## src/rtl/fifo_pkg.sv

```systemverilog
// Shared FIFO helpers: Gray/binary conversion and common widths.
// Used by both the write-side and read-side pointer logic.
package fifo_pkg;

    localparam int DROP_CNT_W = 16;
    // Widest pointer the helpers handle; callers zero-extend narrower
    // pointers into it and truncate the result back to their width.
    localparam int PTR_MAX_W  = 32;

    function automatic logic [PTR_MAX_W-1:0] bin2gray(input logic [PTR_MAX_W-1:0] b);
        return b ^ (b >> 1);
    endfunction

    // Zero-extended upper bits leave the low bits of the result intact,
    // so this is correct for any width up to PTR_MAX_W.
    function automatic logic [PTR_MAX_W-1:0] gray2bin(input logic [PTR_MAX_W-1:0] g);
        logic [PTR_MAX_W-1:0] b;
        b[PTR_MAX_W-1] = g[PTR_MAX_W-1];
        for (int i = PTR_MAX_W - 2; i >= 0; i--) begin
            b[i] = b[i+1] ^ g[i];
        end
        return b;
    endfunction

endpackage

```

## src/rtl/gray_to_bin.sv

```systemverilog
// Combinational Gray-to-binary converter of parameterised width.
// Reusable for either side of the FIFO.
module gray_to_bin
    import fifo_pkg::*;
#(
    parameter int WIDTH = 6
) (
    input  logic [WIDTH-1:0] i_gray,
    output logic [WIDTH-1:0] o_bin
);

    logic [PTR_MAX_W-1:0] w_bin_ext;

    // Convert in the wide helper, then keep only the bits we own.
    assign w_bin_ext = gray2bin(PTR_MAX_W'(i_gray));
    assign o_bin     = w_bin_ext[WIDTH-1:0];

endmodule

```

## src/rtl/wr_ptr_ctrl.sv

```systemverilog
// Async FIFO write-side pointer controller (write clock domain).
// Keeps binary/Gray write pointers, full/almost-full/free-count status
// against the synchronised Gray read pointer, and a sticky overflow flag.
// Optional WR_PTR_DROP_CNT_EN adds a saturating rejected-write counter.
module wr_ptr_ctrl
    import fifo_pkg::*;
#(
    parameter int ADDR_LEN = 5
) (
    input  logic                  wr_clk,
    input  logic                  wr_rst,
    input  logic                  wr_en,
    input  logic [ADDR_LEN:0]     sync_rd_ptr,
    input  logic [ADDR_LEN:0]     afull_thresh,
    input  logic                  ovf_clr,
    output logic [ADDR_LEN-1:0]   wr_addr,
    output logic [ADDR_LEN:0]     wr_ptr,
    output logic                  wr_full,
    output logic                  wr_afull,
    output logic [ADDR_LEN:0]     wr_free,
`ifdef WR_PTR_DROP_CNT_EN
    output logic [DROP_CNT_W-1:0] wr_drop_cnt,
`endif
    output logic                  wr_ovf
);

    localparam int DEPTH = 1 << ADDR_LEN;
    localparam int PW    = ADDR_LEN + 1;

    logic [PW-1:0]        r_bin;
    logic [PW-1:0]        r_gray;
    logic [PW-1:0]        r_free;
    logic                 r_full;
    logic                 r_afull;
    logic                 r_ovf;

    logic                 w_accept;
    logic                 w_drop;
    logic [PW-1:0]        w_bin_next;
    logic [PTR_MAX_W-1:0] w_gray_ext;
    logic [PW-1:0]        w_gray_next;
    logic [PW-1:0]        w_rd_bin;
    logic [PW-1:0]        w_used_next;
    logic [PW-1:0]        w_free_next;
    logic [PW-1:0]        w_full_cmp;

    gray_to_bin #(.WIDTH(PW)) u_rd_g2b (
        .i_gray (sync_rd_ptr),
        .o_bin  (w_rd_bin)
    );

    // Gate on the registered full flag so status and accept never disagree.
    assign w_accept    = wr_en & ~r_full;
    assign w_drop      = wr_en & r_full;
    assign w_bin_next  = r_bin + PW'(w_accept);
    assign w_gray_ext  = bin2gray(PTR_MAX_W'(w_bin_next));
    assign w_gray_next = w_gray_ext[PW-1:0];

    // Level math wraps naturally in PW bits; the extra MSB keeps
    // full (used == DEPTH) distinct from empty (used == 0).
    assign w_used_next = w_bin_next - w_rd_bin;
    assign w_free_next = PW'(DEPTH) - w_used_next;

    // In Gray code, "exactly DEPTH ahead" means the top two bits inverted.
    assign w_full_cmp  = {~sync_rd_ptr[ADDR_LEN:ADDR_LEN-1], sync_rd_ptr[ADDR_LEN-2:0]};

    // Pointer and status registers; status reflects the post-write pointer.
    always_ff @(posedge wr_clk) begin
        if (wr_rst) begin
            r_bin   <= '0;
            r_gray  <= '0;
            r_full  <= 1'b0;
            r_afull <= 1'b0;
            r_free  <= PW'(DEPTH);
        end else begin
            r_bin   <= w_bin_next;
            r_gray  <= w_gray_next;
            r_full  <= (w_gray_next == w_full_cmp);
            r_afull <= (w_free_next <= afull_thresh);
            r_free  <= w_free_next;
        end
    end

    // Sticky overflow: a rejected write wins over a clear in the same cycle.
    always_ff @(posedge wr_clk) begin
        if (wr_rst) begin
            r_ovf <= 1'b0;
        end else if (w_drop) begin
            r_ovf <= 1'b1;
        end else if (ovf_clr) begin
            r_ovf <= 1'b0;
        end
    end

`ifdef WR_PTR_DROP_CNT_EN
    logic [DROP_CNT_W-1:0] r_drop_cnt;

    // Saturating rejected-write count; a drop during clear restarts at 1.
    always_ff @(posedge wr_clk) begin
        if (wr_rst) begin
            r_drop_cnt <= '0;
        end else if (w_drop) begin
            if (ovf_clr) begin
                r_drop_cnt <= DROP_CNT_W'(1);
            end else if (r_drop_cnt != {DROP_CNT_W{1'b1}}) begin
                r_drop_cnt <= r_drop_cnt + DROP_CNT_W'(1);
            end
        end else if (ovf_clr) begin
            r_drop_cnt <= '0;
        end
    end

    assign wr_drop_cnt = r_drop_cnt;
`endif

    assign wr_addr  = r_bin[ADDR_LEN-1:0];
    assign wr_ptr   = r_gray;
    assign wr_full  = r_full;
    assign wr_afull = r_afull;
    assign wr_free  = r_free;
    assign wr_ovf   = r_ovf;

endmodule

```

## config.mk

```make
export PLATFORM = sky130hd
export DESIGN_NAME = wr_ptr_ctrl
export DESIGN_NICKNAME = d
export VERILOG_FILES = /design/src/rtl/fifo_pkg.sv /design/src/rtl/gray_to_bin.sv /design/src/rtl/wr_ptr_ctrl.sv
export SDC_FILE = /design/constraint.sdc
export NUM_CORES = 1
export LEC_CHECK = 0
export ABC_AREA = 1
export CELL_PAD_IN_SITES_DETAIL_PLACEMENT = 1
export CELL_PAD_IN_SITES_GLOBAL_PLACEMENT = 1
export CORE_MARGIN = 1
export CORE_UTILIZATION = 35
export CTS_BUF_LIST = sky130_fd_sc_hd__clkbuf_8
export DETAILED_ROUTE_END_ITERATION = 8
export PLACE_DENSITY_LB_ADDON = 0.1
export SKIP_LAST_GASP = 1
export SYNTH_ARGS = -nofsm -noshare
export SYNTH_HDL_FRONTEND = slang
export SYNTH_SLANG_ARGS = --single-unit
```

## constraint.sdc

```tcl
create_clock -name wr_clk -period 4.2 [get_ports wr_clk]
set_clock_uncertainty 0.05 [all_clocks]
set_input_delay 0.84 -clock wr_clk [delete_from_list [all_inputs] [get_ports wr_clk]]
set_output_delay 0.84 -clock wr_clk [all_outputs]
set_load 0.05 [all_outputs]
```

# After elaboration in Yosys (flattened, before gate mapping)
# Index checks and enable logic that the tools add are counted.
word_totals:
  reg_bits: 21
  out_inout_bits: 20
  inputBits: 16
  elab_cells: 24
op_classes:
  n_mux: 2
  order_cmp: 1
  eq_ne: 1
  n_reduce_logical: 1
  bitwise_logic: 10
  addsub: 3
op_table:
  columns: ["cell", "count"]
  rows:
  - ["$add 6x1->6", 1]
  - ["$eq 6x6->1", 1]
  - ["$le 6x6->1", 1]
  - ["$sub 6x6->6", 1]
  - ["$sub 6x6->6 const A", 1]
  - ["$xor 6x5->6", 1]
  - ["$xor 1x1->1", 5]
  - ["$and 1x1->1", 2]
  - ["$mux 1", 2]
  - ["$not 2->2", 1]
  - ["$reduce_bool 2->1", 1]
  - ["$not 1->1", 1]

# Logic depth before layout (Yosys ltp)
logic_depth:
  ltp_word: 8
  ltp_mapped: 26
  ltp_nobuf: 26

# Cells and area by module
# From an unflattened synthesis, not the netlist that was laid out.
unflattened:
  hier_cells: 225
  hier_area_um2: 1501.4
modules_own_cells:
  columns: ["module", "instances", "seq_area_each_um2", "area_per_inst_um2", "cells_per_inst"]
  rows:
  - ["wr_ptr_ctrl", 1, 400.4, 1311.3, 195]
  - ["gray_to_bin", 1, 0.0, 190.2, 30]

# Worst setup path before layout
# OpenSTA, ideal clock, no wires.
synth_path:
  kind: "in2reg"
  from: "input wr_en"
  to: "register r_afull (netlist: wr_afull)"
  t_required_ns: 4.018
  cell_stages: 19
  path_buffers: 0
  slack_ns: 0.369
  arrival_ns: 3.649
  setup_time_ns: 0.132
  cell_sequence: "inv_1 > nor2_1 > ha_1 > ha_1 > inv_1 > ha_1 > ha_1 > fa_1 > nand3_1 > nand2_1 > xnor2_1 > xnor2_1 > inv_1 > ha_1 > nand2_1 > nor2_1 > o21ai_0 > o211ai_1 > a21oi_1"
synth_via:
  elab_chain_len: 5
synth_lines:
  columns: ["item", "line_no", "source"]
  rows:
  - ["start: declaration", "wr_ptr_ctrl.sv:12", "input logic wr_en,"]
  - ["$and 1x1->1", "wr_ptr_ctrl.sv:53", "assign w_accept = wr_en & ~r_full;"]
  - ["$add 6x1->6", "wr_ptr_ctrl.sv:55", "assign w_bin_next = r_bin + PW'(w_accept);"]
  - ["via w_bin_next[1]", "wr_ptr_ctrl.sv:39", "logic [PW-1:0] w_bin_next;"]
  - ["$sub 6x6->6", "wr_ptr_ctrl.sv:61", "assign w_used_next = w_bin_next - w_rd_bin;"]
  - ["$sub 6x6->6", "wr_ptr_ctrl.sv:62", "assign w_free_next = PW'(DEPTH) - w_used_next;"]
  - ["via w_free_next[5]", "wr_ptr_ctrl.sv:44", "logic [PW-1:0] w_free_next;"]
  - ["$le 6x6->1", "wr_ptr_ctrl.sv:79", "r_afull <= (w_free_next <= afull_thresh);"]
  - ["end signal: assignment", "wr_ptr_ctrl.sv:79", null]
  - ["end: declaration", "wr_ptr_ctrl.sv:34", "logic r_afull;"]
# The timed path passes the listed nets, and every way through them passes these cells.
# A chain may end at the register's enable or synchronous reset.

# Final worst setup path
layout_path:
  from: "input sync_rd_ptr[4]"
  to: "register r_afull (netlist: wr_afull)"
layout_via:
  elab_chain_len: 8
layout_lines:
  columns: ["item", "line_no", "source"]
  rows:
  - ["start: declaration", "wr_ptr_ctrl.sv:13", "input logic [ADDR_LEN:0] sync_rd_ptr,"]
  - ["$xor 1x1->1 *", "fifo_pkg.sv:20", "b[i] = b[i+1] ^ g[i];"]
  - ["$xor 1x1->1 (4 in series)", "fifo_pkg.sv:20", null]
  - ["$sub 6x6->6 *", "wr_ptr_ctrl.sv:61", null]
  - ["$sub 6x6->6 *", "wr_ptr_ctrl.sv:62", null]
  - ["via w_free_next[5]", "wr_ptr_ctrl.sv:44", null]
  - ["$le 6x6->1 *", "wr_ptr_ctrl.sv:79", null]
# The timed path passes the listed nets; every way through them passes the cells marked *.

==> results <==
- After routing the design area is 0.00207 mm^2.
- The fill cell total of the finished layout is 482.
- The number of cells on the worst hold path is 2.
- The DRC violation total after the first TritonRoute iteration is 48.
- The path with the worst hold slack has its endpoint at wr_ovf$_SDFFE_PP0P_.
- The number of hold buffers added after CTS is 0.
- For this run, the leading register cell type out of synthesis is sky130_fd_sc_hd__dfxtp_1.
- The total detailed-routing wirelength is between 4000 and 5000 um.
- After detailed routing, the average wire length per cell comes to 13.5 um.
- By count the netlist is led by sky130_fd_sc_hd__nand2_1, sky130_fd_sc_hd__inv_1, sky130_fd_sc_hd__nand3_1.
- In this run the tightest slew margin relative to its limit is between 50% and 60%.
- The global-route wire length before repair is 6330 um.
- For this design the ratio of total power to cell area is 363 mW/mm^2.
- The number of cells produced by synthesis is 201.
- The count of vias placed by the detailed router is 1486.
- The average cell area after synthesis is 6.87 um^2.
- The area overhead of the layout relative to synthesis is 50.1%.
- In this run the register-to-register setup slack is a little under 1 ns.
- The width of the die is 64.8 um.
- The placement-stage cell area is between 0.0015 and 0.002 mm^2.
- The setup TNS after final layout is 0 ns.
- The worst path uses 94.4% of the clock period.
- The initial utilization of the core area, before any placement, comes to between 30 and 40%.
- The endpoint kind of the worst setup timing path is a register.
- The worst setup path is of the input port to register kind.
- CTS built an H-tree with a depth of 1.
- The fraction of registers with async set or reset after synthesis is 0%.
- The maximum clock path buffer count is 2.
- In this run the cell area of the synthesized design comes to 0.00138 mm^2.
- The later-pin clock latency in the skew report is around 0.26 ns.
- The initial antenna violation count is 0.
- The number of antenna diodes in the final layout is 0.
- The register bit count reported by yosys is 20.
- The run finished with clean final reports.
- The kind of path behind the tightest hold check is register to register.
- Using the TritonRoute via totals, the vias-per-cell ratio works out to 4.92.
- The critical path launch point type is an input port.
- Ranked by total cell area, the synthesized netlist is headed by sky130_fd_sc_hd__dfxtp_1, sky130_fd_sc_hd__ha_1, sky130_fd_sc_hd__nand2_1.
- The hold slack is 0.419 ns.
- The maximum fanout count along the critical path is 3.
- The fmax is 252 MHz.
- The time the final worst path needs with I/O delays and setup is ~4.0 ns.
- After clock tree synthesis, the clock-pin slew on the worst setup and hold paths is around 0.08 ns.
- The synthesized design devotes to its leading area cell type about 29% of total area.
- In this run the standard cell core region covers 0.00372 mm^2.
- The count of distinct cell types in the synthesized netlist is 21.
- During placement, the flow inserted port buffers numbering 35.
- After floorplanning, the core was divided into 22 placement rows.
- The total die area is about 0.0042 mm^2.
- Setup violations remaining at the end of the flow were counted as 0.
- The overall power consumption is 753 uW.
- The final net count is 289.
- The last weighted congestion value of the routability-driven placer is 0.801.
- The total count of hold-check failures in the final report is 0.
- For the pin with the worst max-slew slack, the measured transition is 0.729 ns.
- The number of buffers created by CTS is 3.
- STA puts the critical path data required time at approximately 4.3 ns.
- Counting every net in the synthesized netlist gives 235.
- The worst hold path begins at wr_ovf$_SDFFE_PP0P_.
- The die is 64.8 um tall.
- Across every metal layer, demand over resource in global routing totals 19.2%.
- The post-DP HPWL is 3110 um.
- Yosys mapped a number of flops with a built-in enable equal to 0.
- In the routed design, unresolved DRC markers number 0.
- Max-cap violations in this run came to 0.
- The number of routed nets with antenna violations is 0.
- The number of global-route vias before repair is 1435.
- Counting cells, the worst reg-to-reg path comes to 20.
- The most frequent cell after synthesis is sky130_fd_sc_hd__nand2_1.
- For this run the aggregate overflow at the end of global routing stands at 0.
- The number of warnings issued by yosys is 0.
- In this run the critical register-to-register path is launched from wr_full$_SDFF_PP0_.
- Summed over all cells, the static leakage comes to 0.000981 uW.
- The endpoint identified for the worst register-to-register timing path is wr_afull$_SDFF_PP0_.
- The first-pass iteration count of the detailed router is 4.
- The count of final max-slew check failures is 0.
- The maximum VDD drop is 224 uV.
- STA puts the critical path data arrival time at 4.03 ns.
- The largest area contributor in the synthesized netlist is sky130_fd_sc_hd__dfxtp_1.
- The clock tree from TritonCTS is done.
- Entering global routing, the biggest net connects 20 pins.
- The sequential element share of the synthesized area is between 20 and 30%.
- The clock net in this run drives a total of 20 sinks.
- The tree is rooted in a sky130_fd_sc_hd__clkbuf_8.
- In this run the count of I/O pins placed on the die edge is 36.
- The share of cells above drive strength 1 is 21.3%.
[kinds of logic after synthesis]
group,share of synthesized area [%]
and+or+nand+nor,37.9
buffers and inverters,9.79
DFF,29.0
adders and majority gates,16.9
AOI/OAI and AO/OA,4.53
xor gates and xnor gates,1.90
[worst max-delay path, cell delays in order]
cell	delay, ns
sky130_fd_sc_hd__dlygate4sd2_1	0.26
sky130_fd_sc_hd__inv_1	0.07
sky130_fd_sc_hd__nand2_1	0.07
sky130_fd_sc_hd__nand2_1	0.10
sky130_fd_sc_hd__nand2_1	0.07
sky130_fd_sc_hd__nand2_2	0.07
sky130_fd_sc_hd__inv_1	0.07
sky130_fd_sc_hd__nand2_2	0.09
sky130_fd_sc_hd__nand2_2	0.08
sky130_fd_sc_hd__nand2_1	0.10
sky130_fd_sc_hd__nand3_1	0.09
sky130_fd_sc_hd__nand2_1	0.09
sky130_fd_sc_hd__ha_1	0.14
sky130_fd_sc_hd__inv_1	0.07
sky130_fd_sc_hd__ha_4	0.17
sky130_fd_sc_hd__fa_2	0.33
sky130_fd_sc_hd__nand3_1	0.07
sky130_fd_sc_hd__nand2_1	0.06
sky130_fd_sc_hd__xnor2_1	0.14
sky130_fd_sc_hd__xnor2_1	0.21
sky130_fd_sc_hd__inv_1	0.10
sky130_fd_sc_hd__ha_4	0.27
sky130_fd_sc_hd__nand2_1	0.07
sky130_fd_sc_hd__nor2_2	0.13
sky130_fd_sc_hd__o21ai_1	0.08
sky130_fd_sc_hd__o211ai_1	0.09
sky130_fd_sc_hd__a21oi_1	0.09
[registers in the layout, summed over array words and instances (netlist names)]
register / flops
r_bin: 6
wr_free: 6
wr_afull: 1
wr_ptr: 5
wr_ovf: 1
wr_full: 1
[through the flow]
step	setup slack (ns)	std cells	util [%]
after detailed placement	-0.368	297	51.0
final	0.235	302	55.8
after global routing	-0.0818	302	55.8
after global placement	-0.123	297	51.0
after CTS	0.000309	302	53.0
after floorplan	0.369	201	-
[cell type report]
type	count	area [um^2]	share of cell area, %
clock buffers	4	55.1	2.66
inverters	33	128	6.16
multi-input cells	146	955	46.1
flip-flops and latches	20	400	19.3
well taps	48	60.1	2.90
repair buffers	51	474	22.9
[repair_timing]
item / 4_1_cts / 5_1_grt
setup buffers: 1 / 0
setup endpoints to repair: 1 / 1
cloned: 0 / 0
gates resized for setup: 7 / 16
pin swaps: 3 / 7
[metal layers]
metal  share of wire [%]  GRT usage, %  up-vias
met4                 1.9          6.39        0
met3                 2.0          1.58        8
met5                   0             0        -
li1                    -             -      740
met2                  53          35.9       26
met1                  43          22.6      712
[how the worst max path moves through the flow]
stage / from / endpoint / slack, ns
global placement: sync_rd_ptr[4] / wr_afull$_SDFF_PP0_ / -0.12
floorplan: wr_en / wr_afull$_SDFF_PP0_ / 0.37
global route: sync_rd_ptr[4] / wr_afull$_SDFF_PP0_ / -0.08
detailed placement: sync_rd_ptr[4] / wr_afull$_SDFF_PP0_ / -0.37
CTS: sync_rd_ptr[5] / wr_afull$_SDFF_PP0_ / 0.0003
finish: sync_rd_ptr[4] / wr_afull$_SDFF_PP0_ / 0.23
[cell usage in the layout (no fill, tap or decap)]
| cell | count |
|---|---|
| sky130_fd_sc_hd__nor3_1 | 1 |
| sky130_fd_sc_hd__dfxtp_1 | 20 |
| sky130_fd_sc_hd__nand4_1 | 1 |
| sky130_fd_sc_hd__inv_2 | 2 |
| sky130_fd_sc_hd__clkbuf_8 | 4 |
| sky130_fd_sc_hd__nor2_1 | 21 |
| sky130_fd_sc_hd__ha_1 | 9 |
| sky130_fd_sc_hd__nand3_2 | 4 |
| sky130_fd_sc_hd__clkdlybuf4s50_1 | 32 |
| sky130_fd_sc_hd__nand2_1 | 41 |
| sky130_fd_sc_hd__nand3_1 | 28 |
| sky130_fd_sc_hd__nor2_4 | 1 |
| sky130_fd_sc_hd__buf_4 | 16 |
| sky130_fd_sc_hd__xnor2_1 | 3 |
| sky130_fd_sc_hd__dlygate4sd2_1 | 1 |
| sky130_fd_sc_hd__clkinv_2 | 1 |
| sky130_fd_sc_hd__o211ai_1 | 1 |
| sky130_fd_sc_hd__nand2_2 | 14 |
| sky130_fd_sc_hd__dlymetal6s2s_1 | 2 |
| sky130_fd_sc_hd__inv_4 | 1 |
| sky130_fd_sc_hd__fa_2 | 1 |
| sky130_fd_sc_hd__ha_2 | 1 |
| sky130_fd_sc_hd__ha_4 | 7 |
| sky130_fd_sc_hd__inv_1 | 29 |
| sky130_fd_sc_hd__o21ai_1 | 1 |
| sky130_fd_sc_hd__a21oi_1 | 10 |
| sky130_fd_sc_hd__nor2_2 | 1 |
| sky130_fd_sc_hd__nand2_4 | 1 |
[where the power goes]
group	switching, uW	leakage [uW]	total [uW]	internal, uW
clock network	66.8	0.0000288	150	83.5
logic	222	0.000788	382	161
registers	8.01	0.000164	220	212
total	297	0.000981	753	456
Note: power is estimated with default switching activity, not from simulation.
